[src/rtl/arith_share_arbiter.sv]
// Round-robin arbiter sharing one arithmetic datapath between NREQ requesters.
// One operation in flight; fixed-latency result capture; tagged valid/ready response.
module arith_share_arbiter #(
    parameter int WIDTH      = 8,
    parameter int NREQ       = 4,
    parameter int DP_LATENCY = 2
) (
    input  logic                    clk,
    input  logic                    reset,
    input  logic [NREQ-1:0]         req_valid,
    input  logic [NREQ-1:0]         req_op,
    input  logic [NREQ*WIDTH-1:0]   req_a,
    input  logic [NREQ*WIDTH-1:0]   req_b,
    output logic [NREQ-1:0]         req_ready,
    output logic [WIDTH-1:0]        dp_a,
    output logic [WIDTH-1:0]        dp_b,
    output logic                    dp_op,
    output logic                    dp_start,
    input  logic [2*WIDTH-1:0]      dp_result,
    output logic                    resp_valid,
    output logic [((NREQ > 1) ? $clog2(NREQ) : 1)-1:0] resp_id,
    output logic [2*WIDTH-1:0]      resp_result,
    input  logic                    resp_ready,
    output logic                    busy
);
    localparam int IDW  = (NREQ > 1) ? $clog2(NREQ) : 1;
    localparam int CNTW = (DP_LATENCY > 1) ? $clog2(DP_LATENCY + 1) : 1;

    typedef enum logic [1:0] {IDLE, EXEC, RESP} state_t;

    state_t              state_q, state_d;
    logic [IDW-1:0]      rr_ptr_q, rr_ptr_d;
    logic [CNTW-1:0]     cnt_q, cnt_d;
    logic [WIDTH-1:0]    a_q, a_d, b_q, b_d;
    logic                op_q, op_d;
    logic [IDW-1:0]      id_q, id_d;
    logic [2*WIDTH-1:0]  res_q, res_d;

    logic                found;
    logic [IDW-1:0]      win;
    logic [IDW:0]        sum;
    logic [IDW:0]        id_inc;

    // Rotating priority search starting at rr_ptr, wrapping modulo NREQ.
    always_comb begin
        found = 1'b0;
        win   = '0;
        sum   = '0;
        for (int i = 0; i < NREQ; i++) begin
            sum = {1'b0, rr_ptr_q} + (IDW+1)'(i);
            if (sum >= (IDW+1)'(NREQ)) sum = sum - (IDW+1)'(NREQ);
            if (!found && req_valid[sum[IDW-1:0]]) begin
                found = 1'b1;
                win   = sum[IDW-1:0];
            end
        end
    end

    always_comb begin
        state_d   = state_q;
        rr_ptr_d  = rr_ptr_q;
        cnt_d     = cnt_q;
        a_d       = a_q;
        b_d       = b_q;
        op_d      = op_q;
        id_d      = id_q;
        res_d     = res_q;
        req_ready = '0;
        id_inc    = {1'b0, id_q} + (IDW+1)'(1);
        if (id_inc >= (IDW+1)'(NREQ)) id_inc = '0;
        case (state_q)
            IDLE: begin
                if (found) begin
                    req_ready[win] = 1'b1;
                    a_d     = req_a[win*WIDTH +: WIDTH];
                    b_d     = req_b[win*WIDTH +: WIDTH];
                    op_d    = req_op[win];
                    id_d    = win;
                    cnt_d   = CNTW'(DP_LATENCY);
                    state_d = EXEC;
                end
            end
            EXEC: begin
                cnt_d = cnt_q - CNTW'(1);
                if (cnt_q == CNTW'(1)) begin
                    // Add results drop the carry-out; only mul uses the upper half.
                    res_d   = op_q ? dp_result : {{WIDTH{1'b0}}, dp_result[WIDTH-1:0]};
                    state_d = RESP;
                end
            end
            RESP: begin
                if (resp_ready) begin
                    rr_ptr_d = id_inc[IDW-1:0];
                    state_d  = IDLE;
                end
            end
            default: state_d = IDLE;
        endcase
        if (reset) req_ready = '0;
    end

    always_ff @(posedge clk) begin
        if (reset) begin
            state_q  <= IDLE;
            rr_ptr_q <= '0;
            cnt_q    <= '0;
            a_q      <= '0;
            b_q      <= '0;
            op_q     <= 1'b0;
            id_q     <= '0;
            res_q    <= '0;
        end else begin
            state_q  <= state_d;
            rr_ptr_q <= rr_ptr_d;
            cnt_q    <= cnt_d;
            a_q      <= a_d;
            b_q      <= b_d;
            op_q     <= op_d;
            id_q     <= id_d;
            res_q    <= res_d;
        end
    end

    assign dp_a        = a_q;
    assign dp_b        = b_q;
    assign dp_op       = op_q;
    assign dp_start    = (state_q == EXEC) && (cnt_q == CNTW'(DP_LATENCY));
    assign resp_valid  = (state_q == RESP);
    assign resp_id     = id_q;
    assign resp_result = res_q;
    assign busy        = (state_q != IDLE);
endmodule

[config.mk]
export PLATFORM = sky130hd
export DESIGN_NAME = arith_share_arbiter
export DESIGN_NICKNAME = d
export VERILOG_FILES = /design/src/rtl/arith_share_arbiter.sv
export SDC_FILE = /design/constraint.sdc
export NUM_CORES = 1
export LEC_CHECK = 0
export CAP_MARGIN = 20
export CORE_UTILIZATION = 34
export CTS_CLUSTER_DIAMETER = 200
export DETAILED_ROUTE_END_ITERATION = 12
export GPL_TIMING_DRIVEN = 1
export PLACE_DENSITY = 0.88
export SLEW_MARGIN = 20
export SYNTH_ARGS = -nofsm -noshare
export SYNTH_HDL_FRONTEND = slang
export SYNTH_SLANG_ARGS = --single-unit
[constraint.sdc]
create_clock -name clk -period 2.36 [get_ports clk]
set_input_delay 0.708 -clock clk [delete_from_list [all_inputs] [get_ports clk]]
set_output_delay 0.708 -clock clk [all_outputs]
set_load 0.005 [all_outputs]
After elaboration in Yosys (flattened, before gate mapping)
Cells that the tools add are included.

operators by class
  eq/ne operators = 7
  shift-type cells = 2
  reduce and logical (&&, ||, !) cells = 16
  muxes and demuxes = 35
  add/sub/neg operators = 9
  magnitude comparators = 11

operators with widths
  kind                                                                                  count
  32-bit by 6-bit variable part select with 8-bit output                                2
  2-bit two-way mux                                                                     13
  16-bit two-way mux                                                                    1
  2-bit by 3-bit less-than comparator with 1-bit output (second input constant)         5
  3-bit greater-or-equal comparator (second input constant)                             4
  4-bit two-way mux                                                                     3
  1-bit binary-select mux with 2-bit select                                             5
  1-bit two-way mux                                                                     10
  2-bit by 1-bit subtractor with 2-bit output (second input constant)                   5
  2-bit AND reduction                                                                   4
  2-bit by 1-bit adder with 3-bit output (second input constant)                        2
  2-bit by 2-bit adder with 3-bit output (second input constant)                        2
  2-bit case mux with 3 select lines                                                    1
  1-bit logical AND                                                                     5
  2-bit by 1-bit equality test with 1-bit output (second input constant)                2
  2-bit equality test (second input constant)                                           2
  2-bit inequality test (second input constant)                                         2
  2-bit case mux with 2 select lines                                                    1
  2-bit nonzero test                                                                    2
  2-bit by 3-bit greater-or-equal comparator with 1-bit output (second input constant)  1
  1-bit zero test                                                                       3
  3-bit AND reduction                                                                   1
  1-bit demux with 2-bit select                                                         1
  2-bit by 1-bit greater-or-equal comparator with 1-bit output (second input constant)  1
  other kinds (2)                                                                       2

storage, ports and cells
  flip-flop bits (word level) = 41
  output and inout bits = 42

Longest topological paths before layout
  depth in word-level cells = 21
  depth in mapped cells = 8
  depth with buffers taken out = 5

Least setup slack after synthesis
No wires, ideal clock.

  path kind = input -> output
  start point = input port req_valid[2]
  end point = output port req_ready[3]
  path buffers = 2
  data arrival time = 1667 ps
  path slack = -15 ps
  stages on the path = 6
  cell sequence = mux2i_1 > nor2_1 > nor3_4 > buf_6 > buf_8 > nor3b_1

between the ends
  word-level cells in the longest chain between the ends = 19

RTL lines
  element                                                                                                                                                             RTL line  text
  start, declared                                                                                                                                                     10        input logic [NREQ-1:0] req_valid,
  1-bit binary-select mux with 2-bit select                                                                                                                           52        if (!found && req_valid[sum[IDW-1:0]]) begin
  1-bit two-way mux (not written as such)                                                                                                                             52
  1-bit two-way mux                                                                                                                                                   52
  1-bit zero test                                                                                                                                                     52
  1-bit logical AND                                                                                                                                                   52
  1-bit two-way mux                                                                                                                                                   52
  1-bit zero test                                                                                                                                                     52
  1-bit logical AND                                                                                                                                                   52
  [... 3 more ...]                                                                                                                                                    --
  2-bit two-way mux                                                                                                                                                   52
  2-bit by 3-bit less-than comparator with 1-bit output (not written as such) / 2-bit by 1-bit greater-or-equal comparator with 1-bit output (equally long branches)  74        req_ready[win] = 1'b1;
  1-bit logical AND (not written as such)                                                                                                                             74
  1-bit two-way mux (not written as such)                                                                                                                             74
  1-bit demux with 2-bit select                                                                                                                                       74
  4-bit two-way mux (*)                                                                                                                                               73        if (found) begin
  4-bit two-way mux (*)                                                                                                                                               71        case (state_q)
  4-bit two-way mux (*)                                                                                                                                               99        if (reset) req_ready = '0;
  end, declared                                                                                                                                                       14        output logic [NREQ-1:0] req_ready,

Every way passes the cells marked *; elsewhere a longest branch is shown, timed or not. The select of a mux whose other input is x is not followed.

Worst setup path in the final report
  start point = input port req_valid[0]
  end point = output port req_ready[1]

Same word-level chain as after synthesis.

==> results.ini <==
[synth]
synth_edf_count = 0
ys.flop_type = dfxtp_1
syn_nets = 328
synth_top_area_share_pct = 37.7
synthCells = 234
synth_seq_area_share_pct = 37.7
yosysWarnings = 0
ys_ff_latch = 41
synth_most_common_cell = dfxtp_1
ys_types = 31
synth_area_leaders = dfxtp_1, mux2i_1, a221oi_2, a21oi_1, nand2_1
async_reset_ff_share_pct = 0
synth_common_cells = dfxtp_1, mux2i_1, nand2_1
avgSynthCellArea_sq_um = 9.30
netlist_area_sq_um = 2180
yosysTopAreaCell = dfxtp_1

[layout]
final-instance-count-excl-fill = 457
n_fill_cell = 516
nets = 475
fin_area_sq_um = 3820
drive_gt1_share_pct = 17.0
diodes = 0
area_growth_pct = 75.6

[power]
pwr_density_cell_nw_per_um2 = 473
p_sw_uw = 498
peakVddDrop_v = 0.000332
p_comb_share_pct = 32.4
seqPwrFrac_pct = 42.9
clkPwrFrac_pct = 24.7
power_leakage_uw = 0.00146
p_int_uw = 1310
switching_share_pct = 27.5

[sta]
fin_tns_setup_ns = -0.645
setup_violations = 4
setup_slack_ns = -0.179
fmax_mhz = 394
skew_ns = 0.00698
rsz0062_at_grt = true
tightest_slew_ns = 0.574
fin_crit_ns = 2.54
slew_headroom_pct = 61.7
drv_slew = 0
hold_viol_final = 0
finalCritPeriodShare_pct = 108

[critical_path]
critical_path_class = in -> out
end_kind = primary output
crit_arrival_ns = 1.83
cp_cell_sequence = buf_8 -> buf_6 -> mux2i_1 -> nor2_1 -> nor3_4 -> buf_6 -> nor4b_2 -> buf_2
start_kind = input pin
cp_slowest_cell = nor3_4
crit_path_max_fanout = 4
cp_common_cell = buf_6
cp_top_family = buffers and inverters
critical_path_required_ns = 1.65
cp.buffers_inverters = 4
cpPeakStageDelay_ns = 0.17

[status]
outcome = complete, but fails checks
violations = negative setup slack

[floorplanning]
coreArea_sq_um = 6060
num_rows = 28
die_w_um = 82.0
start_util_pct = 35.9
dieArea_sq_um = 6720
dieHeight_um = 82.0
ios = 133

[clocking]
clock_latency_ns = 0.29
tritoncts.num_buffers = 5
cts_tree = built
cts_sinks = 41
htree_levels = 2
hold_buffers = 0
clkTransAtPathRegs_ns = 0.08
cts-root-buf = clkbuf_8
cts_buffer_depth = 2

[place]
port_buffers = 132
gp_congestion = 0.766
hpwl_um = 5020
dpl_cell_area_sq_um = 3630
dp_cells = 441

[drt]
drtAntennaViolNets = 0
dr.pass1.iters = 4
wire_per_inst_um = 14.8
drt_iter0_drc = 71
drt_wl_total_um = 6750
vias_per_cell = 5.03
vias = 2298
drc = 0

[worst_hold_path]
hold_path.class = reg -> reg

[global_route]
grt_pass1_wl_um = 11100
grt_pass1_vias = 2404
grt_antenna_before_repair = 0
grt_max_degree = 33
overflow = 0
grt_usage_pct = 21.5

[flow_run]
maxCapViolCount = 0

## timing repair
action / 4_1_cts / 5_1_grt
resized for setup: 50 / 1
pin swaps: 9 / 2
endpoints found under the setup margin: 17 / 17
setup buffers: 8 / 2
## final cells by class
cell class	instances	area, sq um	area share (%)
repair buffers	159	1550	40.4
multi-input cells	170	1260	33.0
flip-flops and latches	41	821	21.5
well taps	75	93.8	2.46
clock buffers	5	68.8	1.80
clock inverters	3	17.5	0.458
inverters	4	15.0	0.393
## cells in the final DEF, fill, tap and decap left out, drive strengths merged
cell type | Yosys | final
nor3 | 4 | 4
buf | 9 | 36
o21a | 1 | 1
mux2i | 35 | 35
nor2b | 2 | 2
nor3b | 1 | 1
nor4b | 1 | 1
o221ai | 5 | 5
clkdlybuf4s50 | 0 | 123
a221oi | 13 | 13
nor4 | 2 | 2
nand3 | 9 | 9
a21oi | 26 | 26
and2 | 2 | 2
o21bai | 12 | 12
clkinvlp | 0 | 1
inv | 4 | 4
nand2b | 4 | 4
clkinv | 0 | 2
clkbuf | 10 | 5
nand2 | 32 | 32
o22a | 1 | 1
o221a | 1 | 1
ha | 3 | 3
nand3b | 5 | 5
or2 | 2 | 2
dfxtp | 41 | 41
nor2 | 9 | 9
## per-stage QoR
step / setup slack, ns / total power, uW / hold WS (ns) / util [%]
final: -0.179 / 1810 / 0.458 / 63.0
after global routing: -0.234 / 1910 / 0.480 / 63.0
after CTS: -0.164 / 1830 / 0.462 / 63.0
after detailed placement: -1.02 / 1350 / 0.448 / 59.9
after global placement: -0.953 / 1340 / 0.439 / 59.9
after floorplan: -0.00630 / 1020 / 0.448 / -
## layer usage
layer  vias to the layer above  track usage [%]  share of wire, %
li1                       1144                -                 -
met1                      1061             24.4                40
met2                        80             39.6                52
met3                        13             4.44               6.1
met4                         0             7.19               1.7
met5                         -                0                 0
## sequential cells by signal, indices dropped and copies added (netlist names)
register and count:
state_q 2, resp_id 2, dp_b 8, rr_ptr_q 2, dp_op 1, resp_result 16
cnt_q 2, dp_a 8
## worst reg2reg max path: stages, from the launching register on
cell and delay [ns]:
dfxtp_1 0.43, mux2i_1 0.25, nor2_1 0.09, nor3_4 0.17, buf_6 0.15, buf_12 0.10, buf_4 0.37, mux2i_1 0.39
a221oi_2 0.09
## worst paths after layout
path                            cells past startpoint                        start  slack, ns                     endpoint
worst min register to register                      2  resp_result[7]$_SDFFE_PP0P_       0.46  resp_result[7]$_SDFFE_PP0P_
worst min-delay path                                2  resp_result[7]$_SDFFE_PP0P_       0.46  resp_result[7]$_SDFFE_PP0P_
worst max register to register                      8     rr_ptr_q[1]$_SDFFE_PP0P_       0.20           dp_op$_SDFFE_PP0P_
worst max-delay path                                8                 req_valid[0]      -0.18                 req_ready[1]
## power by group through the flow
| stage | combinational [uW] | sequential (uW) | clock [uW] |
|---|---|---|---|
| floorplan | 234 | 788 | 0 |
| global placement | 547 | 789 | 0 |
| detailed placement | 560 | 791 | 0 |
| CTS | 589 | 775 | 464 |
| global route | 635 | 783 | 495 |
| finish | 586 | 775 | 445 |
## cell families (layout without fill, tap and decap cells)
logic type / count (synthesis) / count (layout) / share of synthesized area [%]
and+or+nand+nor: 73 / 73 / 16.9
AOI/OAI and AO/OA: 59 / 59 / 21.5
DFF: 41 / 41 / 37.7
muxes: 35 / 35 / 16.1
buffers and inverters: 23 / 171 / 6.04
adders and majority gates: 3 / 3 / 1.73
Power figures use the tool's default switching activity.
